==> src/rtl/neuron_lif_integrator.sv <==
// Leaky integrate-and-fire stage fed by the 8-bit adder sum.
// The membrane leaks on every enabled cycle while integrating, saturates at 255,
// fires a one-cycle spike at a programmable threshold, and then blocks input
// for a fixed number of enabled cycles.
module neuron_lif_integrator #(
  parameter int LEAK_SHIFT     = 3,
  parameter int REFRACT_CYCLES = 4
) (
  input  logic       clk,
  input  logic       rst_n,
  input  logic       ena,
  input  logic       in_valid,
  input  logic [7:0] in_sum,
  output logic       in_ready,
  input  logic [7:0] threshold,
  output logic       spike,
  output logic [7:0] membrane,
  output logic [7:0] spike_count
);

  typedef enum logic {
    INTEGRATE  = 1'b0,
    REFRACTORY = 1'b1
  } state_t;

  localparam logic [3:0] RC_INIT = 4'(REFRACT_CYCLES);

  state_t     state_reg, state_next;
  logic [7:0] v_reg, v_next;
  logic       spike_reg, spike_next;
  logic [7:0] count_reg, count_next;
  logic [3:0] rc_reg, rc_next;

  logic [7:0] leak_shifted;
  logic [7:0] leak;
  logic [7:0] lv;
  logic [8:0] t_sum;
  logic [7:0] vn;
  logic       transfer;
  logic       fire;

  assign in_ready = ena && (state_reg == INTEGRATE);
  assign transfer = in_valid && in_ready;

  // Leak, integrate and saturate: candidate membrane value for an integrate cycle.
  // A non-zero membrane always loses at least 1 so it decays all the way to 0.
  always_comb begin
    leak_shifted = v_reg >> LEAK_SHIFT;
    leak         = leak_shifted;
    if (leak_shifted == 8'd0 && v_reg != 8'd0) begin
      leak = 8'd1;
    end
    lv    = v_reg - leak;
    t_sum = {1'b0, lv} + {1'b0, (transfer ? in_sum : 8'd0)};
    vn    = t_sum[8] ? 8'hFF : t_sum[7:0];
    fire  = (threshold != 8'd0) && (vn >= threshold);
  end

  // Next-state and next-output logic; the spike pulse defaults low every edge.
  always_comb begin
    state_next = state_reg;
    v_next     = v_reg;
    spike_next = 1'b0;
    count_next = count_reg;
    rc_next    = rc_reg;
    if (ena) begin
      case (state_reg)
        INTEGRATE: begin
          if (fire) begin
            v_next     = 8'd0;
            spike_next = 1'b1;
            count_next = count_reg + 8'd1;
            rc_next    = RC_INIT;
            state_next = REFRACTORY;
          end else begin
            v_next = vn;
          end
        end
        REFRACTORY: begin
          v_next  = 8'd0;
          rc_next = rc_reg - 4'd1;
          if (rc_reg == 4'd1) begin
            state_next = INTEGRATE;
          end
        end
        default: begin
          state_next = INTEGRATE;
        end
      endcase
    end
  end

  // State and output registers, cleared immediately by reset.
  always_ff @(posedge clk or negedge rst_n) begin
    if (!rst_n) begin
      state_reg <= INTEGRATE;
      v_reg     <= 8'd0;
      spike_reg <= 1'b0;
      count_reg <= 8'd0;
      rc_reg    <= 4'd0;
    end else begin
      state_reg <= state_next;
      v_reg     <= v_next;
      spike_reg <= spike_next;
      count_reg <= count_next;
      rc_reg    <= rc_next;
    end
  end

  assign spike       = spike_reg;
  assign membrane    = v_reg;
  assign spike_count = count_reg;

endmodule
==> config.mk <==
export PLATFORM = sky130hd
export DESIGN_NAME = neuron_lif_integrator
export DESIGN_NICKNAME = d
export VERILOG_FILES = /design/src/rtl/neuron_lif_integrator.sv
export SDC_FILE = /design/constraint.sdc
export NUM_CORES = 1
export LEC_CHECK = 0
export ABC_AREA = 1
export BUFFER_PORTS_ARGS = -buffer_cell sky130_fd_sc_hd__buf_2
export CORE_MARGIN = 2
export CORE_UTILIZATION = 40
export CTS_BUF_LIST = sky130_fd_sc_hd__clkbuf_16
export CTS_CLUSTER_DIAMETER = 80
export CTS_CLUSTER_SIZE = 24
export DETAILED_ROUTE_END_ITERATION = 10
export GPL_TIMING_DRIVEN = 0
export MAX_ROUTING_LAYER = met4
export PLACE_DENSITY_LB_ADDON = 0.3
export SETUP_SLACK_MARGIN = 0.1
export SLEW_MARGIN = 20
export SYNTH_ARGS = -nofsm -noshare
export SYNTH_HDL_FRONTEND = slang
export SYNTH_SLANG_ARGS = --single-unit
export TNS_END_PERCENT = 10
==> constraint.sdc <==
create_clock -name clk -period 4.5 [get_ports clk]
set_input_delay 0.9 -clock clk [delete_from_list [all_inputs] [get_ports clk]]
set_output_delay 0.9 -clock clk [all_outputs]
set_load 0.1 [all_outputs]
==> results.py, run 1 <==
metrics = {
    "outcome": {
        "status": "finished, final reports clean",
    },
    "detailed_routing": {
        "drt_wl_total_um": 4610,
        "detail_route.first_pass.iterations": 4,
        "vias": 1947,
        "drt-wirelength-per-cell_um": 11.2,
        "post-route-drc-count": 0,
        "drt_iter0_drc": 97,
        "viasPerCell": 4.73,
        "drt.antenna.violating_nets": 0,
    },
    "sta": {
        "grt_setup_unrepaired": "no",
        "setup_viol": 0,
        "fmax_mhz": 239,
        "finalMaxSlewViolations": 0,
        "fin_crit_ns": 4.19,
        "finalHoldViolations": 0,
        "worstMarginPinSlew_ns": 0.505,
        "fin_skew_ns": 0.00363,
        "tns_ns": 0,
        "slew_headroom_pct": 66.5,
        "finalCritPeriodShare_pct": 93.1,
    },
    "logic_synthesis": {
        "synth_area_per_cell_um2": 6.90,
        "synthCells": 295,
        "synth_seq_cells": 22,
        "netlist_area_um2": 2030,
        "synth_edf_count": 0,
        "yosysWarnings": 0,
        "yosysUniqueCellTypes": 26,
        "synth_nets": 341,
        "ys_async_sr_fraction_pct": 100,
        "synthFlopType": "dfrtp_1",
        "synth_seq_area_share_pct": 27.1,
    },
    "global_route": {
        "grt_usage_pct": 17.6,
        "grt_max_degree": 23,
        "grt_pass1_wl_um": 7450,
        "grt-ovfl-total": 0,
        "grt_pass1_vias": 1693,
        "antenna_found_initial": 0,
    },
    "clock_tree": {
        "numCtsBuffers": 3,
        "cts.sinks": 22,
        "cts-root-buf": "clkbuf_16",
        "clkLatencyLatePin_ns": 0.26,
        "cts.clk_slew.worst_paths_ns": 0.06,
        "clockBufferDepth": 2,
        "cts-htree-levels": 1,
        "tritoncts": "yes",
    },
    "min_path": {
        "holdCritStartpoint": "spike_count[7]",
        "hold_end": "spike_count[7]",
        "hold_path_depth": 2,
        "worstHoldPathType": "flop to flop",
    },
    "worst_setup_path": {
        "endpoint_kind": "flop",
        "cp_num_buf_inv": 4,
        "critical_path_class": "flop to flop",
        "rr_worst_depth": 27,
        "cp_common_cell": "nand2_1",
        "crit_slowest_cell": "dfrtp_2",
        "crit_family": "adder cells",
        "crit_required_ns": 4.65,
        "worstPathMaxFanout": 5,
        "reg2reg_to": "spike_count[5]",
        "crit_arrival_ns": 4.34,
        "ff2ff_setup_slack_ns": 0.31,
        "timing.rr.start": "membrane[6]",
        "critPathMaxStageDelay_ns": 0.42,
        "startpoint_type": "flop",
    },
    "place": {
        "place_congestion": 0.796,
        "hpwl_um": 3570,
        "portBuffers": 37,
    },
    "layout": {
        "seqCellArea_um2": 556,
        "multi_input_area_um2": 1350,
        "syn_to_final_growth_pct": 28.3,
        "n_antenna_cell": 0,
        "drive_gt1_share_pct": 26.7,
        "final_common_cell": "nand2_1",
        "final_cell_mix": "nand2_1, inv_1, buf_2",
        "final_nets": 392,
        "n_fill_cell": 504,
    },
    "run": {
        "drv_cap": 0,
    },
    "die": {
        "die_area_um2": 5670,
        "ios": 38,
        "fp.dieW_um": 75.3,
        "core.rowCount": 25,
        "die_y_um": 75.3,
        "core_area_um2": 4820,
        "initial_utilization_pct": 42.2,
    },
}
==> worst max path at each step <==
stage               slack (ns)  depth (start not counted)             end        start
floorplan                 0.11                         31  spike_count[4]  membrane[7]
global route              0.05                         30  spike_count[4]  membrane[5]
detailed placement       -0.01                         31  spike_count[3]  membrane[5]
finish                    0.31                         27  spike_count[5]  membrane[6]
global placement          0.14                         31  spike_count[3]  membrane[5]
CTS                       0.12                         31  spike_count[3]  membrane[5]
==> cells in the mapped netlist, types with 2 or more instances <==
cell type	count	area [µm²]
a21oi_1	6	30.0
dfrtp_1	22	551
fa_1	2	40.0
ha_1	24	300
inv_1	57	214
inv_2	3	11.3
nand2_1	92	345
nand3_1	30	150
nand3_2	3	30.0
nand4_1	4	25.0
nor2_1	18	67.6
nor3_1	3	15.0
o21ai_0	2	10.0
o21ai_1	3	15.0
o21ai_2	2	17.5
or2_2	3	18.8
xnor2_1	6	52.6
xor2_1	7	61.3
==> timing repair <==
action,4_1_cts,5_1_grt
hold buffers,0,0
setup buffers,3,5
endpoints found under the hold margin,0,0
pin swaps,1,10
setup endpoints to repair,20,22
gates cloned,0,1
gates resized for setup,0,30
==> worst min-delay path, cell delays in order (launching register included) <==
cell	delay (ns)
dfrtp_1	0.38
nand2_1	0.06
nand2_1	0.05
==> routing by layer <==
metal	part of all wire, %	track usage (%)	up-vias
met1	45	22.7	870
li1	-	-	1024
met5	0	-	-
met2	49	27.4	43
met4	2.4	6.82	0
met3	3.9	3.44	10
==> cell type report <==
| class | count | share of cell area, % |
|---|---|---|
| plain buffers | 1 | 0.575 |
| clock buffers | 3 | 2.88 |
| clock inverters | 1 | 1.15 |
| inverters | 60 | 8.82 |
| multi-input cells | 212 | 51.6 |
| flip-flops and latches | 22 | 21.3 |
| well taps | 67 | 3.21 |
| repair buffers | 46 | 10.5 |
==> metrics by stage <==
step           cell area [µm²]  instances  utilization [%]  hold slack, ns  setup slack (ns)
2_1_floorplan             2040        295                -           0.491             0.107
5_1_grt                   2610        412             54.2           0.560            0.0471
3_5_place_dp              2310        399             47.9           0.493           -0.0141
3_3_place_gp              2310        399             47.9           0.486             0.137
4_1_cts                   2440        406             50.6           0.528             0.122
6_report                  2610        412             54.2           0.530             0.310
==> logic make-up after synthesis <==
| logic type | Yosys count | synth area share [%] |
|---|---|---|
| simple gates | 156 | 33.6 |
| buf+inv | 61 | 11.4 |
| xor+xnor | 13 | 5.60 |
| fa+ha+maj | 26 | 16.7 |
| compound gates | 17 | 5.54 |
| flops | 22 | 27.1 |
Power of run 1 is left out: the tool's default activity adds up to more than one toggle a clock period on the data nets, which glitch-free logic cannot reach.
==> run 2: changes to the inputs <==
Settings changed: ABC_AREA 1 to 0.
==> run 2 against run 1 <==
  * The flow now finishes with violations (setup timing)
  * Maximum frequency decreased by 10%
  * Clock skew increased by 0.0028 ns
  * Setup slack got worse by 0.47 ns
  * Count of clock-buffer cells in the layout unchanged
  * Critical path depth decreased by 5
  * Core utilization increased by 2.5 points
  * Critical path type unchanged
  * Critical endpoint is now spike_count[1]
  * Largest cell class unchanged
==> results.py, run 2 <==
metrics = {
    "clock_tree": {
        "tritoncts": "yes",
        "numCtsBuffers": 3,
        "cts.clk_slew.worst_paths_ns": 0.06,
        "clkLatencyLatePin_ns": 0.26,
        "cts-root-buf": "clkbuf_16",
        "clockBufferDepth": 2,
        "cts-htree-levels": 1,
        "cts.sinks": 22,
        "hold_buffers": 0,
    },
    "worst_setup_path": {
        "reg2reg_to": "spike_count[1]",
        "crit_family": "compound AO/OA/AOI/OAI gates",
        "crit_required_ns": 4.65,
        "crit_arrival_ns": 4.81,
        "crit_slowest_cell": "dfrtp_4",
        "startpoint_type": "flop",
        "critPathMaxStageDelay_ns": 0.49,
        "worstPathCellList": "inv_4 > nand4_1 > o21bai_1 > ha_2 > inv_2 > fa_2 > a21o_1 > a21oi_2 > buf_4 > xnor2_1 > ha_1 > and3_4 > a22oi_2 > nor3b_2 > o211ai_1 > ha_1 > a211o_1 > o211ai_1 > o311ai_4 > buf_6 > nand3_2 > mux2_4",
        "timing.rr.start": "membrane[6]",
        "rr_worst_depth": 22,
        "cp_num_cells": 22,
        "critical_path_class": "flop to flop",
        "ff2ff_setup_slack_ns": -0.16,
        "endpoint_kind": "flop",
        "worstPathMaxFanout": 5,
        "cp_num_buf_inv": 4,
    },
    "logic_synthesis": {
        "synth_seq_area_share_pct": 28.7,
        "synthFlopType": "dfrtp_1",
        "synth_area_per_cell_um2": 9.23,
        "synth_area_leaders": "dfrtp_1, ha_1, inv_1",
        "synthCells": 208,
        "ys_async_sr_fraction_pct": 100,
        "synth_area_leader_cell": "dfrtp_1",
        "yosysUniqueCellTypes": 47,
        "synth.most_common_cell": "ha_1",
        "netlist_area_um2": 1920,
        "synth_edf_count": 0,
        "yosys-top-cells-count": "ha_1, inv_1, dfrtp_1",
        "synth_seq_cells": 22,
        "synth_nets": 254,
        "yosysWarnings": 0,
        "synth_top_area_share_pct": 28.7,
    },
    "layout": {
        "syn_to_final_growth_pct": 37.5,
        "n_fill_cell": 413,
        "drive_gt1_share_pct": 38.9,
        "final_cell_mix": "buf_2, ha_1, buf_4",
        "final_common_cell": "buf_2",
        "n_antenna_cell": 0,
        "final_nets": 317,
    },
    "global_route": {
        "grt_pass1_vias": 1719,
        "grt_max_degree": 23,
        "grt_pass1_wl_um": 7860,
        "antenna_found_initial": 0,
        "grt_usage_pct": 19.2,
        "grt-ovfl-total": 0,
    },
    "detailed_routing": {
        "drt_wl_total_um": 5000,
        "detail_route.first_pass.iterations": 6,
        "drt-wirelength-per-cell_um": 15.4,
        "drt_iter0_drc": 58,
        "viasPerCell": 5.74,
        "drt.antenna.violating_nets": 0,
        "vias": 1859,
        "post-route-drc-count": 0,
    },
    "place": {
        "hpwl_um": 3490,
        "place_congestion": 0.828,
        "place_ws_ns": -0.849,
        "portBuffers": 36,
    },
    "outcome": {
        "status": "complete, but fails checks",
        "violations": "setup timing",
    },
    "sta": {
        "finalMaxSlewViolations": 0,
        "finalHoldViolations": 0,
        "worstMarginPinSlew_ns": 0.487,
        "fmax_mhz": 214,
        "timing.final.ws_setup_ns": -0.163,
        "grt_setup_unrepaired": "yes",
        "slew_headroom_pct": 67.5,
        "fin_crit_ns": 4.66,
        "finalCritPeriodShare_pct": 104,
        "fin_skew_ns": 0.00639,
        "fin_hold_ws_ns": 0.454,
        "setup_viol": 21,
    },
    "run": {
        "drv_cap": 0,
    },
    "die": {
        "die_y_um": 73.3,
        "fp.dieW_um": 73.3,
        "ios": 38,
        "core.rowCount": 25,
        "die_area_um2": 5370,
        "initial_utilization_pct": 41.2,
        "core_area_um2": 4660,
    },
    "min_path": {
        "worstHoldPathType": "flop to flop",
        "hold_path_depth": 1,
        "hold_end": "spike_count[7]",
        "holdCritStartpoint": "spike_count[7]",
    },
}
run 2: changes by cell type after synthesis, sizes merged, moves of 5 or more:
cell / before / now
a32o: 0 / 8
nand2: 93 / 6
nor3: 3 / 9
o21a: 1 / 6
and3: 0 / 12
nor2: 20 / 5
inv: 60 / 23
a21o: 0 / 5
nand3: 33 / 9
nor2b: 0 / 5
run 2: cell type report:
cell class,count,area (µm²),share of cell area (%)
multi-input combinational,159,1410,53.5
sequential,22,573,21.7
timing repair buffer,58,357,13.5
inverter,24,97.6,3.70
clock buffer,3,75.1,2.84
tap,54,67.6,2.56
clock inverter,1,30.0,1.14
buffer,3,27.5,1.04
run 2: metal layers:
metal	routed length, µm	global-route usage [%]	vias up
li1	-	-	914
met1	2320	25.3	902
met2	2500	31.5	36
met3	109	1.65	7
met4	65	5.66	0
met5	0	-	-
run 2: what timing repair did:
| action | in CTS | in global routing |
|---|---|---|
| gates cloned | 0 | 0 |
| endpoints found under the setup margin | 22 | 22 |
| pin swaps | 18 | 23 |
| gates resized for setup | 14 | 11 |
| buffers inserted | 14 | 8 |
run 2: cell families (layout without fill, tap and decap cells):
group | after synthesis | in the layout | synth area share, %
mux | 3 | 3 | 1.69
compound gates | 51 | 51 | 21.4
buf+inv | 27 | 89 | 5.34
flops | 22 | 22 | 28.7
fa+ha+maj | 26 | 26 | 17.7
simple gates | 67 | 67 | 19.7
xor+xnor | 12 | 12 | 5.47
run 2: how the worst max path moves through the flow:
stage | startpoint | end | slack [ns]
5_1_grt | membrane[6] | spike_count[1] | -0.33
4_1_cts | membrane[6] | rc_reg[3] | -0.24
3_3_place_gp | ena | spike_count[1] | -0.81
3_5_place_dp | ena | spike_count[1] | -0.85
6_report | membrane[6] | spike_count[1] | -0.16
2_1_floorplan | membrane[5] | spike_count[1] | -0.23
run 2: stage by stage:
| step | setup TNS [ns] | instance area, µm² | cells | util, % |
|---|---|---|---|---|
| 2_1_floorplan | -2.35 | 2010 | 208 | - |
| 4_1_cts | -4.25 | 2520 | 316 | 54.2 |
| 3_5_place_dp | -15.87 | 2260 | 298 | 48.5 |
| 6_report | -1.61 | 2640 | 324 | 56.6 |
| 3_3_place_gp | -14.96 | 2260 | 298 | 48.5 |
| 5_1_grt | -5.07 | 2640 | 324 | 56.6 |
Power of run 2 is left out for the same reason.
